### src/rtl/seq_divider.sv
// Unsigned restoring divider that produces one quotient bit per clock.
// A zero divisor skips the iteration and reports all-ones quotient with the dividend as remainder.
module seq_divider #(
    parameter int WIDTH = 32
) (
    input  logic             clk,
    input  logic             rst_n,
    input  logic             start,
    input  logic [WIDTH-1:0] dividend,
    input  logic [WIDTH-1:0] divisor,
    output logic             busy,
    output logic             done,
    output logic [WIDTH-1:0] quotient,
    output logic [WIDTH-1:0] remainder,
    output logic             div_by_zero
);

    localparam int CNT_W = $clog2(WIDTH + 1);

    typedef enum logic [1:0] {
        IDLE = 2'd0,
        RUN  = 2'd1,
        DONE = 2'd2
    } state_t;

    state_t           state_q, state_d;
    logic [WIDTH-1:0] dvd_q, dvd_d;      // remaining dividend bits, consumed MSB first
    logic [WIDTH-1:0] dvs_q, dvs_d;
    logic [WIDTH-1:0] prem_q, prem_d;    // working remainder
    logic [WIDTH-1:0] pquo_q, pquo_d;    // working quotient
    logic [CNT_W-1:0] cnt_q, cnt_d;
    logic [WIDTH-1:0] quo_q, quo_d;
    logic [WIDTH-1:0] rem_q, rem_d;
    logic             dbz_q, dbz_d;

    logic [WIDTH:0]   shifted;
    logic [WIDTH:0]   diff;
    logic             q_bit;
    logic [WIDTH-1:0] rem_step;
    logic [WIDTH-1:0] quo_step;

    // The shifted remainder can reach 2*divisor-1, so the compare needs one extra bit.
    always_comb begin
        shifted  = {prem_q, dvd_q[WIDTH-1]};
        diff     = shifted - {1'b0, dvs_q};
        q_bit    = (shifted >= {1'b0, dvs_q});
        rem_step = q_bit ? diff[WIDTH-1:0] : shifted[WIDTH-1:0];
        quo_step = {pquo_q[WIDTH-2:0], q_bit};
    end

    always_comb begin
        state_d = state_q;
        dvd_d   = dvd_q;
        dvs_d   = dvs_q;
        prem_d  = prem_q;
        pquo_d  = pquo_q;
        cnt_d   = cnt_q;
        quo_d   = quo_q;
        rem_d   = rem_q;
        dbz_d   = dbz_q;

        case (state_q)
            IDLE: begin
                if (start) begin
                    if (divisor != '0) begin
                        dvd_d   = dividend;
                        dvs_d   = divisor;
                        cnt_d   = CNT_W'(WIDTH);
                        prem_d  = '0;
                        pquo_d  = '0;
                        state_d = RUN;
                    end else begin
                        quo_d   = '1;
                        rem_d   = dividend;
                        dbz_d   = 1'b1;
                        state_d = DONE;
                    end
                end
            end
            RUN: begin
                dvd_d  = {dvd_q[WIDTH-2:0], 1'b0};
                prem_d = rem_step;
                pquo_d = quo_step;
                cnt_d  = cnt_q - CNT_W'(1);
                if (cnt_q == CNT_W'(1)) begin
                    quo_d   = quo_step;
                    rem_d   = rem_step;
                    dbz_d   = 1'b0;
                    state_d = DONE;
                end
            end
            DONE: begin
                state_d = IDLE;
            end
            default: begin
                state_d = IDLE;
            end
        endcase
    end

    always_ff @(posedge clk or negedge rst_n) begin
        if (!rst_n) begin
            state_q <= IDLE;
            dvd_q   <= '0;
            dvs_q   <= '0;
            prem_q  <= '0;
            pquo_q  <= '0;
            cnt_q   <= '0;
            quo_q   <= '0;
            rem_q   <= '0;
            dbz_q   <= 1'b0;
        end else begin
            state_q <= state_d;
            dvd_q   <= dvd_d;
            dvs_q   <= dvs_d;
            prem_q  <= prem_d;
            pquo_q  <= pquo_d;
            cnt_q   <= cnt_d;
            quo_q   <= quo_d;
            rem_q   <= rem_d;
            dbz_q   <= dbz_d;
        end
    end

    assign busy        = (state_q != IDLE);
    assign done        = (state_q == DONE);
    assign quotient    = quo_q;
    assign remainder   = rem_q;
    assign div_by_zero = dbz_q;

endmodule

### config.mk
export PLATFORM = sky130hd
export DESIGN_NAME = seq_divider
export DESIGN_NICKNAME = d
export VERILOG_FILES = /design/src/rtl/seq_divider.sv
export SDC_FILE = /design/constraint.sdc
export NUM_CORES = 1
export LEC_CHECK = 0
export ABC_AREA = 0
export BUFFER_PORTS_ARGS = -buffer_cell sky130_fd_sc_hd__buf_4
export CAP_MARGIN = 25
export CORE_MARGIN = 5
export CORE_UTILIZATION = 58
export CTS_CLUSTER_SIZE = 24
export DETAILED_ROUTE_END_ITERATION = 16
export PLACE_DENSITY_LB_ADDON = 0.12
export SYNTH_ARGS = -nofsm -noshare
export SYNTH_HDL_FRONTEND = slang
export SYNTH_SLANG_ARGS = --single-unit
### constraint.sdc
create_clock -name clk -period 4 [get_ports clk]
set_input_delay 0.2 -clock clk [delete_from_list [all_inputs] [get_ports clk]]
set_output_delay 0.2 -clock clk [all_outputs]
set_load 0.02 [all_outputs]
# Word level (Yosys, flattened, before mapping)
# Index checks and enable logic that the tools add are counted.
[word_totals]
register_bits = 200
input_bits = 67
[classes]
n_addsub = 2
n_lt_le_gt_ge = 1
n_eq_ne = 7
muxes = 27
n_reduce_logical = 8
[ops]
columns = ["cell", "n"]
rows = [
  ["$mux 32", 11],
  ["$pmux 32 s2", 4],
  ["$pmux 31 s2", 1],
  ["$ge 33x32->1", 1],
  ["$reduce_bool 32->1", 1],
  ["$sub 32x32->32", 1],
  ["$mux 6", 2],
  ["$pmux 6 s2", 1],
  ["$ne 2x2->1 const B", 4],
  ["$eq 6x1->1 const B", 1],
  ["$mux 2", 3],
  ["$reduce_and 3->1", 2],
  ["$sub 6x1->6 const B", 1],
  ["$pmux 2 s2", 1],
  ["$reduce_and 4->1", 1],
  ["$reduce_bool 2->1", 2],
  ["$mux 1", 3],
  ["$eq 2x1->1 const B", 1],
  ["$eq 2x2->1 const B", 1],
  ["$logic_not 2->1", 1],
  ["$pmux 1 s2", 1],
  ["$reduce_and 2->1", 1],
]

# Depth between registers and ports, before layout
[logic_depth]
depth_word = 4
mapped_depth = 13
ltp_nobuf = 12

# Worst setup path before layout
# No wires, ideal clock.
[synth_path]
path_kind = "flip-flop to flip-flop"
startpoint = "register prem_q[6]"
endpoint = "register rem_q[18] (netlist: remainder[18])"
t_arrival_ns = 2.668
required_time_ns = 3.859
setup_slack_ns = 1.191
path_stages_with_launch = 12
path_buffers = 2
synth_period_minus_slack_ns = 2.809
cell_sequence = "dfrtp_1 ha_1 and3_4 a221o_1 a22o_1 a21o_1 a221oi_4 nor2_2 buf_4 buf_2 a22oi_2 a31oi_1"
[synth_between]
elab_chain_len = 4
[synth_rtl]
columns = ["element", "line", "source"]
rows = [
  ["start: declaration", "29", "logic [WIDTH-1:0] prem_q, prem_d;"],
  ["start signal: assignment", "116", "prem_q <= prem_d;"],
  ["$sub 32x32->32 / $ge 33x32->1 (equally long branches)", "45, 46", ""],
  ["$mux 32 (*)", "47", "rem_step = q_bit ? diff[WIDTH-1:0] : shifted[WIDTH-1:0];"],
  ["$mux 32 (*)", "85", "if (cnt_q == CNT_W'(1)) begin"],
  ["$pmux 32 s2 (*)", "62", "case (state_q)"],
  ["end signal: assignment", "120", "rem_q <= rem_d;"],
  ["end: declaration", "33", "logic [WIDTH-1:0] rem_q, rem_d;"],
]
# Mark *: on every way between the ends. The rest lies on a longest branch, timed or not. The select of a mux whose other input is x is not followed.
# A chain may end at the register's enable or synchronous reset.

# Final worst setup path
[layout_path]
startpoint = "register prem_q[6]"
endpoint = "register rem_q[2] (netlist: remainder[2])"
[layout_between]
elab_chain_len = 4
[layout_rtl]
columns = ["element", "line", "source"]
rows = [
  ["$ge 33x32->1", "46", "q_bit = (shifted >= {1'b0, dvs_q});"],
  ["$mux 32", "47", ""],
  ["$mux 32", "85", ""],
  ["$pmux 32 s2", "62", ""],
]
# No other way between the ends. The select of a mux whose other input is x is not followed.

==> results.ini <==
[setup_path]
required_ns = 4.36
reg2reg_depth = 9
path_buf_inv = 0
r2r_slack_ns = 0.73
worstPathMaxFanout = 34
cp_slowest_cell = and2_4
critPathTopFamily = compound AO/OA/AOI/OAI gates
max_stage_delay_ns = 0.54
arrival_ns = 3.63
regToRegEndpoint = remainder[2]$_DFFE_PN0P_
crit_type = reg -> reg
path_cells = ha_1, and3_4, a221o_1, a22o_1, a21o_1, a221oi_4, and2_4, a22oi_1, a31oi_1
crit_path_start_kind = register
r2r_start = prem_q[6]$_DFFE_PN0P_
critPathCaptureType = register

[timing]
finalSetupTns_ns = 0
fin_crit_sh_pct = 81.8
rsz0062_at_grt = no
drv_slew = 0
clock-skew-final_ns = 0.0120
relSlewSlack_pct = 40.6
finalCriticalPeriod_ns = 3.27
hold_viol = 0
finalSetupViolCount = 0
tightest_slew_ns = 0.890
fmax_ghz = 0.306

[cells_and_area]
final_cells = 1434
area_growth_pct = 20.4
nNetsFinal = 1298
filler_cell_count = 1324
drive_gt1_share_pct = 20.6
fin_area_sq_mm = 0.0123
num_antenna_cells = 0

[route]
first_iter_violations = 803
dr.pass1.iters = 5
antenna_left = 0
wire_per_inst_um = 18.7
routed_via_density = 5.95
vias = 8535
finalWirelength_mm = 26.8
drc_errors = 0

[logic_synthesis]
synth_cells = 1068
ys_types = 66
synthesis.nets = 1170
ys_warn_count = 0
synthesis.area_sq_mm = 0.0102
synth-seq-cells = 200
async_reset_ff_share_pct = 100
syn_avg_cell_area_sq_um = 9.53
synthMostInstantiatedCell = nand2_1
synth-edff-count = 0
ys.flop_type = dfrtp_1
synth_area_leaders = dfrtp_1, nand2_1, ha_1, a31oi_1, mux2_2
yosys.area.top_type = dfrtp_1
ys_top_cells_by_count = nand2_1, dfrtp_1, nor2_1, a31oi_1, o21ai_0
netlist.area_leader.share_pct = 49.2
seq_area_frac_synth_pct = 49.2

[clock_tree]
cts_buffer_depth = 2
htreeDepth = 4
cts_tree = built
cts_hold_buffers = 29
clk_pin_slew_worst_paths_ns = 0.07
ctsResizeCount = 0
clock_latency_ns = 0.45
clkSinkCount = 200
cts_inserted_buffers = 17
post-cts-setup-buffers = 0
root_buffer = clkbuf_16

[min_path]
holdPathEnd = dvs_q[19]$_DFFE_PN0P_
hp-start = divisor[19]
hp-class = in -> reg
hold_path_depth = 2

[floorplan]
num_rows = 48
io-pin-count = 134
initial_utilization_pct = 59.0
die_x_um = 142
die_area_sq_mm = 0.0203
die_h_um = 142
core_sq_mm = 0.0172

[placed_design]
io_buffers = 133
hpwlAfterDp_mm = 19.2
dp.cells = 1372
gp_congestion = 0.961
placed_cell_area_sq_mm = 0.0113

[grt]
grt_pass1_wl_mm = 43.3
grt_use_total_pct = 27.0
grt_pass1_vias = 7929
grt_max_degree = 101
grt_overflow = 0
grt_antenna_before_repair = 0

[pwr]
max-vdd-ir-drop_uv = 548
p_per_area_mw_per_mm2 = 979
cellLeakagePower_nw = 5.84

[job]
cap_violations = 0

[run_status]
outcome = completed

[power by group]
group	internal, W	leakage (nW)	total (W)	switching, W
Sequential	0.00291	2.45	0.00354	0.000633
Clock	0.00103	0.315	0.00189	0.000862
Combinational	0.00252	3.07	0.00656	0.00404
Total	0.00646	5.84	0.0120	0.00553
[worst reg2reg max path, stage by stage (launching register included)]
cell      delay [ns]
dfrtp_1         0.42
ha_1            0.37
and3_4          0.22
a221o_1         0.41
a22o_1          0.23
a21o_1          0.22
a221oi_4        0.38
and2_4          0.54
a22oi_1         0.21
a31oi_1         0.21
[placed cells by master, fill, tap and decap left out, drive strengths merged, types with 26 or more instances in the layout]
| cell | instances |
|---|---|
| nand2 | 222 |
| dfrtp | 200 |
| buf | 144 |
| nor2 | 88 |
| a31oi | 62 |
| inv | 56 |
| o21ai | 52 |
| a21oi | 39 |
| ha | 34 |
| mux2 | 32 |
| dlygate4sd3 | 30 |
| a22oi | 27 |
| a22o | 26 |
[worst max path at each step]
stage                      startpoint                   endpoint  slack, ns  cells after the start
5_1_grt        prem_q[17]$_DFFE_PN0P_   remainder[2]$_DFFE_PN0P_       0.49                      9
3_5_place_dp   prem_q[18]$_DFFE_PN0P_  remainder[31]$_DFFE_PN0P_       0.78                     10
3_3_place_gp   prem_q[23]$_DFFE_PN0P_  remainder[31]$_DFFE_PN0P_       0.84                     10
4_1_cts         prem_q[6]$_DFFE_PN0P_   remainder[2]$_DFFE_PN0P_       0.75                      9
2_1_floorplan   prem_q[6]$_DFFE_PN0P_  remainder[18]$_DFFE_PN0P_       1.19                     11
6_report        prem_q[6]$_DFFE_PN0P_   remainder[2]$_DFFE_PN0P_       0.73                      9
[kinds of logic after synthesis]
logic type | after synthesis | share of synthesized area (%)
compound gates | 266 | 18.9
flops | 200 | 49.2
xor+xnor | 29 | 2.50
fa+ha+maj | 35 | 4.38
mux | 34 | 3.74
buf+inv | 114 | 4.96
simple gates | 390 | 16.3
[layout make-up]
| class | instances | area, sq um | share of cell area, % |
|---|---|---|---|
| inverter | 48 | 180 | 1.47 |
| clock inverter | 15 | 226 | 1.85 |
| sequential | 200 | 5000 | 40.8 |
| tap | 225 | 282 | 2.30 |
| clock buffer | 17 | 425 | 3.47 |
| timing repair buffer | 175 | 1450 | 11.8 |
| multi-input combinational | 754 | 4690 | 38.3 |
[state kept, by name, summed over array words and instances, names as in the netlist]
name         count
div_by_zero      1
state_q          2
cnt_q            6
prem_q          32
remainder       32
pquo_q          31
dvd_q           32
dvs_q           32
quotient        32
[metrics by stage]
| stage | hold slack [ns] | setup WS, ns | power [W] | util [%] |
|---|---|---|---|---|
| floorplan | -0.0956 | 1.19 | 0.00814 | - |
| global placement | 0.359 | 0.838 | 0.00991 | 65.6 |
| detailed placement | 0.360 | 0.778 | 0.0100 | 65.6 |
| CTS | 0.00136 | 0.752 | 0.0120 | 71.0 |
| global route | 0.0109 | 0.489 | 0.0129 | 71.1 |
| finish | 0.00637 | 0.730 | 0.0120 | 71.1 |
[metal layers]
metal | part of all wire (%) | GRT usage [%]
met2 | 44 | 39.1
met1 | 47 | 42.0
met3 | 7.9 | 5.81
met4 | 1.1 | 5.85
met5 | 0 | 0
(Power assumes the default switching activity.)
